<file path="src/rtl/hs_cdc_src_if.sv">
// ---------------------------------------------------------------------------
// hs_cdc_src_if
//   Signal bundle for the source half of the toggle-handshake CDC link.
//   Groups the producer valid/ready channel, the outgoing request toggle and
//   data word, the returning acknowledge toggle and the status outputs.
//
//   Ports (as interface signals):
//     src_valid    producer -> block   producer has a word
//     src_data     producer -> block   producer word (DW bits)
//     src_ready    block -> producer   block can accept a word
//     req_tgl      block -> dest       request toggle, flips per launched word
//     xfer_data    block -> dest       word in flight (DW bits)
//     ack_tgl      dest -> block       acknowledge toggle (async to clk)
//     busy         block -> observer   a transfer is awaiting acknowledge
//     done_pulse   block -> observer   one cycle per retired word
//     err_spurious block -> observer   sticky, ack edge seen while idle
//
//   Modports:
//     slave   the hs_cdc_src block itself
//     master  the environment (producer + destination side)
// ---------------------------------------------------------------------------
interface hs_cdc_src_if #(
  parameter int DW = 8
);

  logic          src_valid;
  logic [DW-1:0] src_data;
  logic          src_ready;
  logic          req_tgl;
  logic [DW-1:0] xfer_data;
  logic          ack_tgl;
  logic          busy;
  logic          done_pulse;
  logic          err_spurious;

  modport slave (
    input  src_valid,
    input  src_data,
    input  ack_tgl,
    output src_ready,
    output req_tgl,
    output xfer_data,
    output busy,
    output done_pulse,
    output err_spurious
  );

  modport master (
    output src_valid,
    output src_data,
    output ack_tgl,
    input  src_ready,
    input  req_tgl,
    input  xfer_data,
    input  busy,
    input  done_pulse,
    input  err_spurious
  );

endinterface : hs_cdc_src_if

</file>
<file path="src/rtl/hs_cdc_src.sv">
// ---------------------------------------------------------------------------
// hs_cdc_src
//   Source-domain half of a toggle-handshake clock-domain-crossing link.
//   Words are accepted on a valid/ready channel and held stable on xfer_data
//   while in flight. Each launch flips req_tgl; the destination turns that
//   flip into a strobe, samples xfer_data and flips ack_tgl back. The
//   returning ack_tgl is synchronized here and edge-detected to retire the
//   word. A one-entry pending buffer lets the producer hand over the next
//   word while the current one is still in flight.
//
//   Parameters:
//     DW           data word width
//     SYNC_STAGES  flops in the ack_tgl synchronizer chain (2..4)
//
//   Ports:
//     clk    source-domain clock
//     rst_n  asynchronous, active-low reset
//     cdc    hs_cdc_src_if.slave bundle (see interface header)
// ---------------------------------------------------------------------------
module hs_cdc_src #(
  parameter int DW          = 8,
  parameter int SYNC_STAGES = 2
) (
  input  logic         clk,
  input  logic         rst_n,
  hs_cdc_src_if.slave  cdc
);

  typedef enum logic [0:0] {
    ST_IDLE     = 1'b0,
    ST_WAIT_ACK = 1'b1
  } state_e;

  // -------------------------------------------------------------------------
  // State and datapath registers
  // -------------------------------------------------------------------------
  state_e                 state_q,       state_d;
  logic                   req_tgl_q,     req_tgl_d;
  logic [DW-1:0]          xfer_data_q,   xfer_data_d;
  logic [DW-1:0]          pend_data_q,   pend_data_d;
  logic                   pend_valid_q,  pend_valid_d;
  logic                   done_pulse_q,  done_pulse_d;
  logic                   err_spur_q,    err_spur_d;
  logic                   busy_q;
  logic                   src_ready_q;

  // Acknowledge synchronizer chain; bit 0 is the metastability-exposed flop.
  logic [SYNC_STAGES-1:0] ack_sync_q;
  logic                   ack_prev_q;
  logic                   ack_s;
  logic                   ack_edge;
  logic                   accept;

  // -------------------------------------------------------------------------
  // Acknowledge path
  // -------------------------------------------------------------------------

  // Shift the raw ack toggle through the synchronizer flops.
  always_ff @(posedge clk or negedge rst_n) begin
    if (!rst_n) begin
      ack_sync_q <= {SYNC_STAGES{1'b0}};
      ack_prev_q <= 1'b0;
    end else begin
      ack_sync_q <= {ack_sync_q[SYNC_STAGES-2:0], cdc.ack_tgl};
      ack_prev_q <= ack_s;
    end
  end

  assign ack_s    = ack_sync_q[SYNC_STAGES-1];
  // Any change of the synchronized toggle marks one acknowledged word.
  assign ack_edge = ack_s ^ ack_prev_q;

  // src_ready is a pure register, so accept never depends on ack_tgl.
  assign accept   = cdc.src_valid & src_ready_q;

  // -------------------------------------------------------------------------
  // Control FSM
  // -------------------------------------------------------------------------

  // Next-state and datapath update for the launch/retire handshake.
  always_comb begin
    state_d      = state_q;
    req_tgl_d    = req_tgl_q;
    xfer_data_d  = xfer_data_q;
    pend_data_d  = pend_data_q;
    pend_valid_d = pend_valid_q;
    done_pulse_d = 1'b0;
    err_spur_d   = err_spur_q;

    case (state_q)
      ST_IDLE: begin
        if (accept) begin
          xfer_data_d = cdc.src_data;
          req_tgl_d   = ~req_tgl_q;
          state_d     = ST_WAIT_ACK;
        end else begin
          state_d     = ST_IDLE;
        end
        // Nothing is in flight, so an acknowledge here is unexplained.
        if (ack_edge) begin
          err_spur_d = 1'b1;
        end else begin
          err_spur_d = err_spur_q;
        end
      end

      ST_WAIT_ACK: begin
        if (ack_edge) begin
          done_pulse_d = 1'b1;
          if (pend_valid_q) begin
            // Buffered word goes out on the same edge that retires the last.
            xfer_data_d  = pend_data_q;
            req_tgl_d    = ~req_tgl_q;
            pend_valid_d = 1'b0;
            state_d      = ST_WAIT_ACK;
          end else if (accept) begin
            // Empty buffer: the offered word bypasses straight to launch.
            xfer_data_d  = cdc.src_data;
            req_tgl_d    = ~req_tgl_q;
            state_d      = ST_WAIT_ACK;
          end else begin
            state_d      = ST_IDLE;
          end
        end else begin
          if (accept) begin
            pend_data_d  = cdc.src_data;
            pend_valid_d = 1'b1;
          end else begin
            pend_valid_d = pend_valid_q;
          end
        end
      end

      default: begin
        state_d      = ST_IDLE;
        pend_valid_d = 1'b0;
      end
    endcase
  end

  // State, datapath and registered status outputs.
  always_ff @(posedge clk or negedge rst_n) begin
    if (!rst_n) begin
      state_q      <= ST_IDLE;
      req_tgl_q    <= 1'b0;
      xfer_data_q  <= {DW{1'b0}};
      pend_data_q  <= {DW{1'b0}};
      pend_valid_q <= 1'b0;
      done_pulse_q <= 1'b0;
      err_spur_q   <= 1'b0;
      busy_q       <= 1'b0;
      src_ready_q  <= 1'b1;
    end else begin
      state_q      <= state_d;
      req_tgl_q    <= req_tgl_d;
      xfer_data_q  <= xfer_data_d;
      pend_data_q  <= pend_data_d;
      pend_valid_q <= pend_valid_d;
      done_pulse_q <= done_pulse_d;
      err_spur_q   <= err_spur_d;
      // Mirrors of state/pending kept as their own flops so the outputs
      // come straight off registers.
      busy_q       <= (state_d == ST_WAIT_ACK);
      src_ready_q  <= ~pend_valid_d;
    end
  end

  // -------------------------------------------------------------------------
  // Outputs
  // -------------------------------------------------------------------------
  assign cdc.src_ready    = src_ready_q;
  assign cdc.req_tgl      = req_tgl_q;
  assign cdc.xfer_data    = xfer_data_q;
  assign cdc.busy         = busy_q;
  assign cdc.done_pulse   = done_pulse_q;
  assign cdc.err_spurious = err_spur_q;

endmodule : hs_cdc_src
</file>
<file path="src/flat_wrapper.sv">
// flat-port wrapper written by rule: the top's interface ports become plain ports
module hs_cdc_src_flat 
#(
  parameter int DW          = 8,
  parameter int SYNC_STAGES = 2
)
  (clk, rst_n, cdc_src_valid, cdc_src_data, cdc_ack_tgl, cdc_src_ready, cdc_req_tgl, cdc_xfer_data, cdc_busy, cdc_done_pulse, cdc_err_spurious);
  hs_cdc_src_if #(.DW(DW)) cdc_i ();
  input  logic clk;
  input  logic rst_n;
  input wire logic [$bits(cdc_i.src_valid)-1:0] cdc_src_valid;
  input wire logic [$bits(cdc_i.src_data)-1:0] cdc_src_data;
  input wire logic [$bits(cdc_i.ack_tgl)-1:0] cdc_ack_tgl;
  output wire logic [$bits(cdc_i.src_ready)-1:0] cdc_src_ready;
  output wire logic [$bits(cdc_i.req_tgl)-1:0] cdc_req_tgl;
  output wire logic [$bits(cdc_i.xfer_data)-1:0] cdc_xfer_data;
  output wire logic [$bits(cdc_i.busy)-1:0] cdc_busy;
  output wire logic [$bits(cdc_i.done_pulse)-1:0] cdc_done_pulse;
  output wire logic [$bits(cdc_i.err_spurious)-1:0] cdc_err_spurious;
  assign cdc_i.src_valid = cdc_src_valid;
  assign cdc_i.src_data = cdc_src_data;
  assign cdc_i.ack_tgl = cdc_ack_tgl;
  assign cdc_src_ready = cdc_i.src_ready;
  assign cdc_req_tgl = cdc_i.req_tgl;
  assign cdc_xfer_data = cdc_i.xfer_data;
  assign cdc_busy = cdc_i.busy;
  assign cdc_done_pulse = cdc_i.done_pulse;
  assign cdc_err_spurious = cdc_i.err_spurious;
  hs_cdc_src #(.DW(DW), .SYNC_STAGES(SYNC_STAGES)) u_core (.clk(clk), .rst_n(rst_n), .cdc(cdc_i));
endmodule
</file>
<file path="config.mk">
export PLATFORM = sky130hd
export DESIGN_NAME = hs_cdc_src_flat
export DESIGN_NICKNAME = d
export VERILOG_FILES = /design/src/rtl/hs_cdc_src_if.sv /design/src/rtl/hs_cdc_src.sv /design/src/flat_wrapper.sv
export SDC_FILE = /design/constraint.sdc
export NUM_CORES = 1
export LEC_CHECK = 0
export CORE_MARGIN = 8
export CORE_UTILIZATION = 47
export DETAILED_ROUTE_END_ITERATION = 10
export PLACE_DENSITY = 0.76
export SETUP_SLACK_MARGIN = 0.1
export SLEW_MARGIN = 20
export SYNTH_ARGS = -nofsm -noshare
export SYNTH_HDL_FRONTEND = slang
export SYNTH_SLANG_ARGS = --single-unit
</file>
<file path="constraint.sdc">
create_clock -name clk -period 1.8 [get_ports clk]
set_input_delay 0.27 -clock clk [delete_from_list [all_inputs] [get_ports clk]]
set_output_delay 0.27 -clock clk [all_outputs]
set_load 0.01 [all_outputs]
</file>
# Word-level counts from Yosys, hierarchy flattened
# Cells that the tools add are included.
[classes]
addsub = 0
mul = 0
n_div = 0
magnitude_cmp = 0
eq_ne = 1
shifts = 0
n_mux = 17
bitwise = 6
reduce_logical = 2
[op_table]
columns = ["op", "count"]
rows = [
  ["$mux W8", 3],
  ["$pmux W8 S2", 1],
  ["$mux W1", 11],
  ["$not A1 Y1", 4],
  ["$pmux W1 S2", 2],
  ["$reduce_and A3 Y1", 1],
  ["$ne A2 B2 Y1 const B", 1],
  ["$reduce_and A2 Y1", 1],
  ["$and A1 B1 Y1", 1],
  ["$xor A1 B1 Y1", 1],
]
[totals]
reg_bits = 25
latchBits = 0
ramBits = 0
mem_bits_ro = 0
out_inout_bits = 13
word_cells = 36
mem_count = 0

# Logic depth before layout (Yosys ltp)
# Gate-level depths: netlist (run 1).
[depth]
word_depth = 5
ltp_mapped = 4
depth_no_buf = 3

# Worst setup path after synthesis (run 1)
# No wires, ideal clock.
[synth_path]
path_kind = "register -> register"
startpoint = "register u_core.state_q"
endpoint = "register u_core.xfer_data_q[0], in the netlist u_core.cdc.xfer_data[0]"
setup_time_ns = 0.125
t_arrival_ns = 1.328
path_slack_ns = 0.347
path_stages_with_launch = 5
path_buffers = 1
synth_period_minus_slack_ns = 1.453
path_cell_list = "dfrtp_1 buf_4 nand2_2 mux2_2 mux2_2"
[synth_between]
elab_chain_cells = 2
[synth_rtl]
columns = ["element", "line_no", "rtl"]
rows = [
  ["start: declaration", "hs_cdc_src.sv:37", "state_e state_q, state_d;"],
  ["start signal: assignment", "hs_cdc_src.sv:154", "state_q <= state_d;"],
  ["$not A1 Y1", "hs_cdc_src.sv:90", "case (state_q)"],
  ["$pmux W8 S2", "hs_cdc_src.sv:90", ""],
  ["end signal: assignment", "hs_cdc_src.sv:146", "xfer_data_q <= {DW{1'b0}};"],
  ["end signal: assignment", "hs_cdc_src.sv:156", "xfer_data_q <= xfer_data_d;"],
  ["end: declaration", "hs_cdc_src.sv:39", "logic [DW-1:0] xfer_data_q, xfer_data_d;"],
]
# Several ways; a longest one is shown, not always the timed one.
# A chain may end at the register's enable or synchronous reset.

# Worst setup path in the final report (run 1)
[layout_path]
startpoint = "register u_core.ack_sync_q[1]"
endpoint = "register u_core.xfer_data_q[5], in the netlist u_core.cdc.xfer_data[5]"
[layout_between]
elab_chain_cells = 2
[layout_rtl]
columns = ["element", "line_no", "rtl"]
rows = [
  ["start: declaration", "hs_cdc_src.sv:48", "logic [SYNC_STAGES-1:0] ack_sync_q;"],
  ["start signal: assignment", "hs_cdc_src.sv:61", "ack_sync_q <= {SYNC_STAGES{1'b0}};"],
  ["start signal: assignment", "hs_cdc_src.sv:64", "ack_sync_q <= {ack_sync_q[SYNC_STAGES-2:0], cdc.ack_tgl};"],
  ["$xor A1 B1 Y1", "hs_cdc_src.sv:71", "assign ack_edge = ack_s ^ ack_prev_q;"],
  ["$ne A2 B2 Y1 (no line)", "--", ""],
]
# Every way passes these cells.

==> run summary, run 1 <==
Mean Syn Cell Area - 15.6 um2
RSZ-0062 raised after global routing - false
vias per cell - 4.98
Register Area - 627 um2
GPL Wtd Cong - 0.698
Worst Reg2Reg Path Length in Cells - 3
htree depth - 1
Final Setup Violations - 0
port buffer count - 24
Worst-Margin Slew - 0.382 ns
Yosys Warn Count - 0
Tot GR Track Use - 10.6%
remaining antenna violation count after routing - 0
# hold bufs at CTS - 0
layout cells sized above 1 - 38.1%
net count after synthesis - 77
Seq pwr share - 44.0%
area of the multi-input gates - 378 um2
Peak supply drop - 755 uV
DRT iter0 DRCs - 11
fillcell total - 179
Core Util, Final - 63.2%
CP max FO - 9
Final Power - 0.00212 W
Die Area - 3890 um2
gr ovfl total - 0
R2R Path End - u_core.cdc.xfer_data[5]
clk sinks - 25
WHS - 0.301 ns
clk_skew - 0.00402 ns
via count - 623
Worst Path Required - 2.01 ns
register bit count reported by yosys - 25
total core area - 2130 um2
sequential fraction of the synthesis area - 61.9%
end of the critical path - u_core.cdc.xfer_data[5]
Clock transition at path regs - 0.13 ns
TritonCTS clock tree - built
Avg WL per Cell - 15.2 um
initial antenna violation count - 0
internal power - 0.00147 W
setup tns final - 0 ns
CP startpoint - u_core.ack_sync_q[1]
Post-Syn Instances - 65
CTS resizes - 1
area delta synth->final - 32.9%
Pwr per Cell Area - 1580 nW/um2
Post-DP HPWL - 1440 um
Chip Width - 62.4 um
Crit. End Element - flop
Fin. Hold Viols - 0
pre-CTS setup slack - 0.0700 ns
outcome - finished clean
# diodes - 0
FP Rows - 17
Hold Path Class - input port to asynchronous set/reset pin
final wirelength - 1890 um
FMAX - 0.656 GHz
post-CTS setup buffer count - 0
fin crit period - 1.53 ns
MaxCap Viol Count - 0
setup slack after layout - 0.275 ns
largest net degree at the start of global routing - 26
final slew viol count - 0
total CTS buffers - 3
WS Path Type - flop to flop
fin crit share - 84.7%
Startpoint Class - flop
Root Buffer - clkbuf_4
Initial Util - 47.6%
clock power share - 11.5%
number of global-route vias before repair - 696
Pleak - 0.570 nW
Gate power share - 44.5%
Cell Area, Synth - 1010 um2
RR Startpoint - u_core.ack_sync_q[1]
setup slack, reg-to-reg - 0.27 ns
CP arrival - 1.73 ns
Layout Nets - 110
DRC - 0
distinct cell type count after synthesis - 17
first-pass iteration count of the detailed router - 2
Psw - 0.000648 W
Die H - 62.4 um
global-route wire length before repair - 3320 um
clk_lat worst skew - 0.31 ns
maximum buffer depth of the clock tree - 2
Sw Ratio - 30.5%
Top-Level Pins - 25
Rel. slew slack - 74.4%
## cell families after synthesis
logic type | count (synthesis) | share of synthesized area [%]
multiplexers | 24 | 26.7
XOR/XNOR | 3 | 2.60
buffers and inverters | 1 | 0.742
flip-flops | 25 | 61.9
AO/OA/AOI/OAI | 4 | 3.96
AND/OR/NAND/NOR | 8 | 4.08
## cell type report
type / instances / share of cell area (%)
Sequential cell: 25 / 46.6
Clock buffer: 4 / 1.95
Timing Repair Buffer: 29 / 20.7
Multi-Input combinational cell: 39 / 28.1
Tap cell: 28 / 2.60
## cell usage after synthesis, drive strengths merged
cell / count / area, um2
dfstp: 1 / 26.3
a22oi: 1 / 21.3
and2: 1 / 6.26
buf: 1 / 7.51
o21ai: 1 / 5.00
xnor2: 1 / 8.76
nand2: 3 / 13.8
mux2: 24 / 270
nand3: 1 / 5.00
o21bai: 1 / 7.51
or2: 1 / 6.26
a31oi: 1 / 6.26
nor2: 2 / 10.0
dfrtp: 24 / 601
xor2: 2 / 17.5
## how the worst min path moves through the flow
| stage | startpoint | end | slack [ns] | depth (start not counted) |
|---|---|---|---|---|
| finish | rst_n | u_core.cdc.err_spurious | 0.30 | 2 |
| global route | rst_n | asynchronous set/reset pin | 0.32 | 2 |
| CTS | rst_n | u_core.cdc.err_spurious | 0.30 | 2 |
| detailed placement | u_core.ack_sync_q[0] | u_core.ack_sync_q[1] | 0.34 | 0 |
| global placement | u_core.ack_sync_q[0] | u_core.ack_sync_q[1] | 0.33 | 0 |
| floorplan | rst_n | asynchronous set/reset pin | -0.03 | 0 |
## cells in the final DEF, fill, tap and decap left out
cell type,synthesis,routed
dlygate4sd2_1,0,1
nand3_1,1,1
clkdlybuf4s50_1,0,22
a22oi_4,1,1
nor2_2,1,1
xnor2_1,1,1
dfstp_2,1,1
clkbuf_4,0,3
or2_2,1,1
mux2_2,24,24
o21ai_0,1,1
and2_1,1,1
xor2_1,2,2
nand2_2,1,1
o21bai_1,1,1
dlymetal6s2s_1,0,1
buf_4,1,5
a31oi_1,1,1
nand2_1,2,2
nor2_1,1,1
dfrtp_1,24,24
clkbuf_1,0,1
## flip-flops by register name, summed over array words and instances (netlist names), named ones only
| register | count |
|---|---|
| u_core.ack_prev_q | 1 |
| u_core.ack_sync_q | 2 |
| u_core.cdc.done_pulse | 1 |
| u_core.cdc.err_spurious | 1 |
| u_core.cdc.req_tgl | 1 |
| u_core.cdc.src_ready | 1 |
| u_core.cdc.xfer_data | 8 |
| u_core.pend_data_q | 8 |
| u_core.state_q | 1 |
## metrics by stage
step                      std cells  cell area, um2
final                           125            1350
after floorplan                  65            1010
after global routing            125            1350
after global placement          121            1320
after detailed placement        121            1320
after CTS                       125            1340
## critical path, stage by stage (launching register included)
cell	delay (ns)
dfrtp_1	0.44
xnor2_1	0.20
a22oi_4	0.40
mux2_2	0.39
## routing by layer
layer | vias to the layer above | GRT usage (%) | routed length (um)
li1 | 294 | - | -
met1 | 308 | 12.4 | 820
met2 | 17 | 16.9 | 955
met3 | 4 | 3.05 | 83
met4 | 0 | 5.98 | 34
met5 | - | 0 | 0
## power by group through the flow
stage | Sequential [W] | Clock (W) | Combinational [W]
after detailed placement | 0.000951 | 0 | 0.000969
after floorplan | 0.000989 | 0 | 0.000484
after CTS | 0.000940 | 0.000255 | 0.000964
after global routing | 0.000974 | 0.000284 | 0.00101
after global placement | 0.000938 | 0 | 0.000940
final | 0.000935 | 0.000244 | 0.000944
Note: power is estimated with default switching activity, not from simulation.
==> run 2: changes to the inputs <==
==> constraint.sdc (replaced) <==
create_clock -name clk -period 1.5 [get_ports clk]
set_input_delay 0.225 -clock clk [delete_from_list [all_inputs] [get_ports clk]]
set_output_delay 0.225 -clock clk [all_outputs]
set_load 0.01 [all_outputs]
==> run summary, run 2 (same netlist as run 1, synthesis figures left out) <==
FP Rows - 17
clk_skew - 0.00992 ns
port buffer count - 24
Final Setup Violations - 0
fin crit share - 96.3%
CP arrival - 1.66 ns
Peak supply drop - 1210 uV
global-route wire length before repair - 3290 um
Final Power - 0.00266 W
via count - 636
Final Instance Count excl. Fillers - 127
Worst-Margin Slew - 0.318 ns
number of global-route vias before repair - 701
Pleak - 0.635 nW
Crit. End Element - flop
first-pass iteration count of the detailed router - 2
CP max FO - 9
vias per cell - 5.01
Slowest cell on crit path - dfrtp_1
Tot GR Track Use - 10.5%
Post-DP HPWL - 1370 um
RR Startpoint - u_core.ack_sync_q[1]
htree depth - 1
layout cells sized above 1 - 45.5%
Die H - 62.4 um
fin crit period - 1.44 ns
gr ovfl total - 0
GPL Wtd Cong - 0.790
area of the multi-input gates - 438 um2
area delta synth->final - 41.3%
Layout Nets - 112
RSZ-0062 raised after global routing - true
Die Area - 3890 um2
# diodes - 0
remaining antenna violation count after routing - 0
Rel. slew slack - 78.7%
most frequent cells in the layout - dfrtp_1, mux2_2, clkdlybuf4s50_1, dlygate4sd2_1, mux2_4
Worst Reg2Reg Path Length in Cells - 4
Core Util, Final - 67.2%
Worst Path Required - 1.71 ns
total core area - 2130 um2
DRT iter0 DRCs - 5
largest net degree at the start of global routing - 26
Chip Width - 62.4 um
Root Buffer - clkbuf_4
clk sinks - 25
WHS - 0.244 ns
MaxCap Viol Count - 0
CP startpoint - u_core.ack_sync_q[1]
Initial Util - 47.6%
Top-Level Pins - 25
# placed instances - 120
final slew viol count - 0
commonest non-fill, non-tap cell in the layout - dfrtp_1
TritonCTS clock tree - built
initial antenna violation count - 0
outcome - finished clean
maximum buffer depth of the clock tree - 2
CP Cell Sequence - xnor2_2 > a22oi_4 > buf_12 > mux2_2
DRC - 0
Clock transition at path regs - 0.14 ns
Startpoint Class - flop
Avg WL per Cell - 15.8 um
WS Path Type - flop to flop
FMAX - 0.693 GHz
setup slack, reg-to-reg - 0.06 ns
total CTS buffers - 3
Register Area - 628 um2
clk_lat worst skew - 0.32 ns
Largest stage delay, worst path - 0.45 ns
Fin. Hold Viols - 0
Hold Path Class - input port to asynchronous set/reset pin
Pwr per Cell Area - 1860 nW/um2
fillcell total - 169
final wirelength - 2000 um
run 2: cell count changes in the layout (fill, tap and decap cells not counted), moves of 2 or more:
| cell | previous run | this run |
|---|---|---|
| clkdlybuf4s50_1 | 22 | 11 |
| dlygate4sd2_1 | 1 | 11 |
| mux2_4 | 0 | 7 |
| mux2_2 | 24 | 17 |
| buf_12 | 0 | 2 |
run 2: power by group:
part | switching (W) | internal (W) | leakage (nW)
clock | 0.000202 | 0.0000998 | 0.0177
sequential | 0.000176 | 0.000972 | 0.291
combinational | 0.000470 | 0.000739 | 0.327
run 2: path summary, 6_finish.rpt:
| check | endpoint |
|---|---|
| worst min register to register | u_core.ack_sync_q[1] |
| worst max register to register | u_core.cdc.xfer_data[1] |
| worst max-delay path | u_core.cdc.xfer_data[1] |
| worst min-delay path | u_core.cdc.req_tgl |
| max in group asynchronous | u_core.cdc.src_ready |
| min in group clk | u_core.ack_sync_q[0] |
run 2: worst max-delay path: cells and delay by family, from the launching register on:
kind	cells	cell delay, ns
flip-flops	1	0.45
multiplexers	1	0.33
AO/OA/AOI/OAI	1	0.22
XOR/XNOR	1	0.19
buffers and inverters	1	0.15
run 2: metrics by stage:
step	setup TNS, ns	setup WS, ns	area [um2]
global placement	-1.47	-0.0957	1340
finish	0	0.0562	1430
floorplan	0	0.103	1020
detailed placement	-1.89	-0.137	1340
global route	0	0.0284	1430
CTS	0	0.0381	1380
run 2: routing by layer:
layer / part of all wire (%) / vias to the layer above / global-route usage (%)
met5: 0 / - / 0
met4: 2.6 / 0 / 6.84
met3: 3.0 / 4 / 2.87
met2: 50 / 13 / 17.5
met1: 44 / 322 / 11.6
li1: - / 297 / -
run 2: area by class of cell:
cell class / count / area share (%)
timing repair buffer: 31 / 21.1
sequential: 25 / 43.9
clock buffer: 3 / 1.57
multi-input combinational: 39 / 30.6
clock inverter: 1 / 0.350
tap: 28 / 2.45
run 2: timing repair:
item,in CTS,in global routing
setup endpoints to repair,29,18
resized for setup,16,11
pin swaps,0,2
setup buffers,1,2
hold buffers,0,0
